## src/rtl/tone_arbiter.sv

```systemverilog
// tone_arbiter
//   Shares one pwm_generator tone datapath between N_REQ requesters using
//   fixed priority (index 0 highest), with optional preemption. The granted
//   note's frequency and duration are latched at grant time and driven to the
//   generator. The generator's completion is returned to the owner as a done
//   pulse, or as an abort pulse if the note was cut short. A silent guard gap
//   follows every note.
//
// Ports
//   clk        in   system clock
//   reset      in   asynchronous, active-high reset
//   req        in   [N_REQ]        level request per requester, held until done/abort
//   req_freq   in   [N_REQ*FREQ_W] packed; slice i = requester i frequency (0 = rest)
//   req_dur    in   [N_REQ*DUR_W]  packed; slice i = requester i duration (ms)
//   grant      out  [N_REQ]        one-hot owner, 0 when idle
//   done       out  [N_REQ]        1-cycle pulse: owner's note completed
//   abort      out  [N_REQ]        1-cycle pulse: owner's note cut short
//   pwm_freq   out  [FREQ_W]       to pwm_generator.freq
//   pwm_dur    out  [DUR_W]        to pwm_generator.duration
//   pwm_enable out                 to pwm_generator.enable
//   pwm_done   in                  from pwm_generator.done (honoured only while playing)
//   busy       out                 arbiter not idle
module tone_arbiter #(
  parameter int N_REQ      = 3,
  parameter int FREQ_W     = 32,
  parameter int DUR_W      = 32,
  parameter int PREEMPT    = 1,
  parameter int GAP_CYCLES = 1000
) (
  input  logic                    clk,
  input  logic                    reset,
  input  logic [N_REQ-1:0]        req,
  input  logic [N_REQ*FREQ_W-1:0] req_freq,
  input  logic [N_REQ*DUR_W-1:0]  req_dur,
  output logic [N_REQ-1:0]        grant,
  output logic [N_REQ-1:0]        done,
  output logic [N_REQ-1:0]        abort,
  output logic [FREQ_W-1:0]       pwm_freq,
  output logic [DUR_W-1:0]        pwm_dur,
  output logic                    pwm_enable,
  input  logic                    pwm_done,
  output logic                    busy
);

  localparam logic [1:0] IDLE = 2'd0;
  localparam logic [1:0] LOAD = 2'd1;
  localparam logic [1:0] PLAY = 2'd2;
  localparam logic [1:0] GAP  = 2'd3;

  localparam int CNT_W = (GAP_CYCLES < 1) ? 1 : $clog2(GAP_CYCLES + 1);
  // Last count value of the gap; a zero-length gap still spends one cycle in GAP.
  localparam logic [CNT_W-1:0] GAP_LAST = CNT_W'((GAP_CYCLES == 0) ? 0 : GAP_CYCLES - 1);

  logic [1:0]        r_state;
  logic [N_REQ-1:0]  r_grant;
  logic [N_REQ-1:0]  r_done;
  logic [N_REQ-1:0]  r_abort;
  logic [FREQ_W-1:0] r_freq;
  logic [DUR_W-1:0]  r_dur;
  logic              r_en;
  logic              r_busy;
  logic [CNT_W-1:0]  r_gap_cnt;

  logic [N_REQ-1:0]  w_sel_oh;
  logic [FREQ_W-1:0] w_sel_freq;
  logic [DUR_W-1:0]  w_sel_dur;
  logic              w_owner_req;
  logic              w_higher_req;
  logic              w_preempt;

  // Lowest-index requester wins: scan from the top so the last hit is the lowest.
  always_comb begin
    w_sel_oh   = '0;
    w_sel_freq = '0;
    w_sel_dur  = '0;
    for (int i = N_REQ - 1; i >= 0; i--) begin
      if (req[i]) begin
        w_sel_oh    = '0;
        w_sel_oh[i] = 1'b1;
        w_sel_freq  = req_freq[i*FREQ_W +: FREQ_W];
        w_sel_dur   = req_dur[i*DUR_W +: DUR_W];
      end
    end
  end

  assign w_owner_req  = |(req & r_grant);
  // grant is one-hot while playing, so grant-1 masks exactly the higher-priority indices.
  assign w_higher_req = |(req & (r_grant - N_REQ'(1)));
  assign w_preempt    = (PREEMPT != 0) && w_higher_req;

  always_ff @(posedge clk or posedge reset) begin
    if (reset) begin
      r_state   <= IDLE;
      r_grant   <= '0;
      r_done    <= '0;
      r_abort   <= '0;
      r_freq    <= '0;
      r_dur     <= '0;
      r_en      <= 1'b0;
      r_busy    <= 1'b0;
      r_gap_cnt <= '0;
    end else begin
      r_done  <= '0;
      r_abort <= '0;
      case (r_state)
        IDLE: begin
          if (|req) begin
            r_freq  <= w_sel_freq;
            r_dur   <= w_sel_dur;
            r_grant <= w_sel_oh;
            r_busy  <= 1'b1;
            r_state <= LOAD;
          end
        end
        // One settle cycle with enable low so the generator sees the new note first.
        LOAD: begin
          if (r_dur == '0) begin
            r_done    <= r_grant;
            r_grant   <= '0;
            r_gap_cnt <= '0;
            r_state   <= GAP;
          end else begin
            r_en    <= 1'b1;
            r_state <= PLAY;
          end
        end
        // Completion outranks a dropped request, which outranks preemption.
        PLAY: begin
          if (pwm_done) begin
            r_done    <= r_grant;
            r_grant   <= '0;
            r_en      <= 1'b0;
            r_gap_cnt <= '0;
            r_state   <= GAP;
          end else if (!w_owner_req || w_preempt) begin
            r_abort   <= r_grant;
            r_grant   <= '0;
            r_en      <= 1'b0;
            r_gap_cnt <= '0;
            r_state   <= GAP;
          end
        end
        GAP: begin
          if (r_gap_cnt == GAP_LAST) begin
            r_busy  <= 1'b0;
            r_state <= IDLE;
          end else begin
            r_gap_cnt <= r_gap_cnt + CNT_W'(1);
          end
        end
        default: begin
          r_state <= IDLE;
        end
      endcase
    end
  end

  assign grant      = r_grant;
  assign done       = r_done;
  assign abort      = r_abort;
  assign pwm_freq   = r_freq;
  assign pwm_dur    = r_dur;
  assign pwm_enable = r_en;
  assign busy       = r_busy;

endmodule
```

## config.mk

```make
export PLATFORM = sky130hd
export DESIGN_NAME = tone_arbiter
export DESIGN_NICKNAME = d
export VERILOG_FILES = /design/src/rtl/tone_arbiter.sv
export SDC_FILE = /design/constraint.sdc
export NUM_CORES = 1
export LEC_CHECK = 0
export CAP_MARGIN = 10
export CORE_MARGIN = 1.5
export CORE_UTILIZATION = 42
export CTS_CLUSTER_SIZE = 12
export DETAILED_ROUTE_END_ITERATION = 16
export PLACE_DENSITY = 0.87
export SYNTH_ARGS = -nofsm -noshare
export SYNTH_HDL_FRONTEND = slang
export SYNTH_SLANG_ARGS = --single-unit
```

## constraint.sdc

```tcl
create_clock -name clk -period 9.55 [get_ports clk]
set_input_delay 2.865 -clock clk [delete_from_list [all_inputs] [get_ports clk]]
set_output_delay 2.865 -clock clk [all_outputs]
set_load 0.005 [all_outputs]
```

### Yosys cells after proc, flatten, opt, wreduce, memory -nomap -nowiden

Cells that the tools add are included.

* flip-flop bits (word level): 87
* logic and storage cells: 78
* input port bits: 198

* reductions and logical operators: 17
* eq/ne operators: 10
* mux-type cells: 38
* bitwise operators: 2
* add/sub/neg operators: 2

Operators by type and width (count)
* 2-to-1 mux 32 bit: 6
* 2-to-1 mux 10 bit: 4
* 2-to-1 mux 3 bit: 12
* logical NOT 32 bit: 1
* case mux 10 bit (3 select lines): 1
* adder 10 x 1 -> 10 bit, second input constant: 1
* == test 10 bit, second input constant: 1
* inequality test 2 bit, second input constant: 5
* case mux 3 bit (3 select lines): 1
* AND reduction 3 bit: 3
* OR reduction 3 bit: 3
* 2-to-1 mux 2 bit: 4
* case mux 2 bit (4 select lines): 1
* AND reduction 4 bit: 2
* AND 3 bit: 2
* 2-to-1 mux 1 bit: 6
* case mux 3 bit (2 select lines): 1
* nonzero test 3 bit: 2
* == test 2 bit, second input constant: 2
* case mux 1 bit (2 select lines): 2
* nonzero test 2 bit: 2
* inequality test 3 bit, second input constant: 1
* subtractor 3 x 1 -> 3 bit, second input constant: 1
* == test 2 x 1 -> 1 bit, second input constant: 1
* 4 further kinds: 4

### Logic depth before layout (Yosys ltp)

* depth in word-level cells: 7
* mapped depth: 8
* depth with buffers taken out: 7

### Worst setup path before layout

OpenSTA, ideal clock, no wires.

* path kind: in2reg
* start: in req[1]
* end: reg r_grant[0] (netlist: grant[0])
* setup slack: 5.220 ns
* data arrival time: 4.206 ns
* stages on the path: 7
* buffers on the path: 2
* required time: 9.426 ns
* library setup time: 0.124 ns
* cell sequence: buf_2 > a21o_1 > a21oi_1 > nor2_1 > or4b_4 > buf_6 > mux2i_1

* longest elaborated chain between the ends: 6
* elaborated cells on any way between the ends: 14
* classes of those cells: eq/ne (2); mux (4); bitwise (2); reduce/logical (6)

RTL lines
* start: declaration: RTL line 32 `input logic [N_REQ-1:0] req,`
* AND 3 bit: RTL line 86 `assign w_owner_req = |(req & r_grant);`
* OR reduction 3 bit: RTL line 86
* logical NOT 1 bit: RTL line 135 `end else if (!w_owner_req || w_preempt) begin`
* logical OR 1 bit: RTL line 135
* inequality test 3 bit (no line)
* AND reduction 4 bit (no line)
* end signal: assignment: RTL line 110 `r_grant <= w_sel_oh;`
* end: declaration: RTL line 55 `logic [N_REQ-1:0] r_grant;`

Parallel ways exist; a longest one is shown, timed or not. The select of a mux whose other input is x is not followed.
A chain may end at the register's enable or synchronous reset.

### Final worst setup path

* start: in req[1]
* end: reg r_gap_cnt[3]

* longest elaborated chain between the ends: 6
* elaborated cells on any way between the ends: 8
* classes of those cells: eq/ne (1); bitwise (2); reduce/logical (5)

RTL lines
* AND 3 bit: RTL line 86
* OR reduction 3 bit: RTL line 86
* logical NOT 1 bit: RTL line 135
* logical OR 1 bit (*): RTL line 135
* inequality test 3 bit (no line) (*)
* AND reduction 4 bit (no line) (*)
* end signal: assignment: RTL line 148 `r_gap_cnt <= r_gap_cnt + CNT_W'(1);`
* end: declaration: RTL line 62 `logic [CNT_W-1:0] r_gap_cnt;`

Every way passes the cells marked *; elsewhere a longest branch is shown, timed or not.

==> results by group <==
Synth
  – Register area share after synthesis: 0.456
  – Post-synth EDFFs: 0
  – Synthesized instance count: 584
  – Cell variety after synth: 41
  – #FFs+latches synth: between 80 and 90
  – Top FF cell, synth: dfrtp_1
  – Mean post-synth cell area: around 8.2 um2
  – Yosys warning count: 0
  – Async SR Flop Fraction: 1.00
  – Cell Area, Synth: approximately 0.0048 mm2
  – Syn_nets: 790

Timing
  – Slew Limit Fails: 0
  – Setup TNS Final: 0 ps
  – Final setup fails: 0
  – Period utilization: 0.510
  – Fmax: around 0.2 GHz
  – Final hold vios: 0
  – Fin crit period: just under 5000 ps
  – Unrepaired setup endpoints after global routing: false
  – Slew of the pin with the lowest slew margin: between 700 and 800 ps
  – Worst Skew: 9.83 ps
  – Worst slew margin relative to its limit: 0.484

Finish
  – Share of layout cells above drive strength 1: 0.0350
  – Nets: about 1000
  – Diodes inserted: 0
  – Area delta synth->final: 64.8%
  – Post-route cell area: roughly 0.0079 mm2
  – Fin util: 0.717
  – Fillers: between 800 and 900

Drt
  – Vias per cell: between 5 and 6
  – Routed wire length: between 15 and 20 mm
  – Avg WL per Cell: around 18 um
  – Drt first pass iters: 5
  – Residual DRC: 0
  – Final antenna-violating net count: 0
  – Iter 0 DRT Violations: 271
  – Vias: ~5400

Critical path
  – Startpoint types: input pin
  – Setup crit end: r_gap_cnt[3]
  – Kind of critical path: in2reg
  – CP Launch Point: req[1]
  – Critical path, cell by cell: buf_2 > buf_4 > a21o_1 > a21oi_1 > o21bai_1 > or2_1 > o221ai_1
  – R2R cell count: 7
  – Worst path max stage delay: about 640 ps
  – CP Max Fanout: slightly above 70
  – R2R Path End: r_gap_cnt[0]
  – Crit-path leading delay family: compound AO/OA/AOI/OAI gates
  – Slowest-stage cell, CP: o21bai_1
  – R2R Path Start: grant[0]
  – Worst path depth: 7
  – Reg2Reg Setup Slack: between 7000 and 8000 ps
  – Buf/Inv on CP: 2
  – Worst EP required: a little under 10000 ps
  – Crit path arrival time: 5070 ps
  – CP Capture Type: flop

Place
  – DP Area: about 0.0075 mm2
  – Port Buffer Count: ~270
  – GPL Wtd Cong: about 0.95
  – Hpwl dp: between 10 and 15 mm

GRT
  – All-Layer GR Usage: 0.292
  – Global-route wire length before repair: 26.8 mm
  – Remaining Overflow, GRT: 0
  – Largest net degree at the start of global routing: 130
  – Initial antenna violation count: 0
  – Vias in the first global route: between 5000 and 6000

Clock tree
  – Hold-fix buffers, CTS: 0
  – CTS tree: built
  – Root buffer cell: clkbuf_16
  – Worst-path clk slew: ~70 ps
  – Htree depth: 3
  – Clock sink total: just under 90
  – Clock buffer depth: 2
  – Post-CTS Setup Inserts: 0
  – Total CTS buffers: 9
  – Insertion delay to the later sink of the worst-skew pair: ~340 ps
  – CTS resizes: 0

Die
  – Rows: 38
  – IO Pins: between 200 and 300
  – Core Footprint: 0.0110 mm2
  – Starting Density: 0.435
  – Die Area: roughly 0.012 mm2
  – Width of the chip: 110 um
  – Chip height: approximately 110 um

Power
  – Pwr/cell area: between 200 and 250 mW/mm2
  – Max IR drop VDD: about 130 uV
  – Leakage: around 3.2 nW

Job
  – Max-cap violations: 0

Hold path
  – Min-Delay Path Depth: 2
  – HP Class: reg2reg

Status
  – Status: complete, no violations
## power by group
group          switching (mW)  internal [mW]  leakage (nW)
sequential              0.105          0.507          1.12
clock                   0.151          0.211         0.149
combinational           0.382          0.424          1.96
total                   0.638           1.14          3.23
## synth_stat cells, types with 6 or more instances
master     n  share of area
o21ai_1   21          0.022
nand2_1   77          0.061
o31ai_1    6         0.0094
nor4_1     8          0.010
o21ai_0   53          0.056
a22oi_1   63          0.099
inv_1     13          0.010
dfrtp_1   87           0.46
buf_1      8         0.0063
clkbuf_1  35          0.028
ha_1       8          0.021
a21oi_1   68          0.071
nor2_1    76          0.060
## worst min-delay path: stages, from the launching register on
cell     delay, ps
dfrtp_1        340
nand2_1         50
o21ai_0         60
## per-layer routing
layer | track usage | wire, um | share of wire | vias up
li1 | - | - | - | 2562
met1 | 0.356 | 6880 | 0.40 | 2602
met2 | 0.511 | 8900 | 0.52 | 203
met3 | 0.0557 | 951 | 0.055 | 34
met4 | 0.108 | 469 | 0.027 | 0
met5 | 0 | 0 | 0 | -
## sequential cells by signal, indices dropped and copies added, names as in the netlist
name,cells
r_state,2
r_gap_cnt,10
busy,1
pwm_freq,32
grant,3
pwm_dur,32
done,3
abort,3
pwm_enable,1
## cells by family after synthesis
family / share of synthesized area
AND/OR/NAND/NOR: 0.181
multiplexers: 0.00864
flip-flops: 0.456
buffers and inverters: 0.0516
adder cells (fa/ha/maj): 0.0210
AO/OA/AOI/OAI: 0.282
## area by class of cell
class	count	area [um2]	share of cell area
flip-flops and latches	87	2180	0.277
clock buffers	10	239	0.0304
inverters	13	50.0	0.00636
well taps	140	175	0.0223
clock inverters	6	68.8	0.00874
repair buffers	278	2790	0.355
multi-input cells	435	2370	0.301
## cells in the final DEF, fill, tap and decap left out, drive strengths merged, types with 2 or more instances in the layout
| master | instances |
|---|---|
| a21oi | 68 |
| a22oi | 63 |
| and2 | 4 |
| and3 | 5 |
| buf | 8 |
| clkbuf | 10 |
| clkdlybuf4s50 | 270 |
| clkinv | 4 |
| dfrtp | 87 |
| ha | 8 |
| inv | 13 |
| mux2i | 3 |
| nand2 | 77 |
| nand2b | 5 |
| nand3 | 5 |
| nand3b | 4 |
| nand4 | 2 |
| nor2 | 76 |
| nor3 | 5 |
| nor4 | 8 |
| o21ai | 74 |
| o221ai | 5 |
| o31ai | 6 |
## worst min-delay path by stage
stage | start | end | slack [ps]
2_1_floorplan | pwm_freq[0] | pwm_freq[0] | 470
6_report | pwm_freq[23] | pwm_freq[23] | 480
5_1_grt | pwm_freq[15] | pwm_freq[15] | 520
3_5_place_dp | pwm_freq[24] | pwm_freq[24] | 470
4_1_cts | pwm_freq[15] | pwm_freq[15] | 490
3_3_place_gp | pwm_freq[1] | pwm_freq[1] | 460
## metrics by stage
stage / power, mW / cells / worst slack (ps) / hold slack (ps)
after floorplan: 0.956 / 584 / 4430 / 473
after global placement: 1.38 / 951 / 4480 / 465
after detailed placement: 1.41 / 951 / 4330 / 474
after CTS: 1.78 / 967 / 4690 / 489
after global routing: 1.90 / 969 / 4480 / 517
final: 1.78 / 969 / 4680 / 482
No activity file was read; power rests on OpenSTA's default activity.
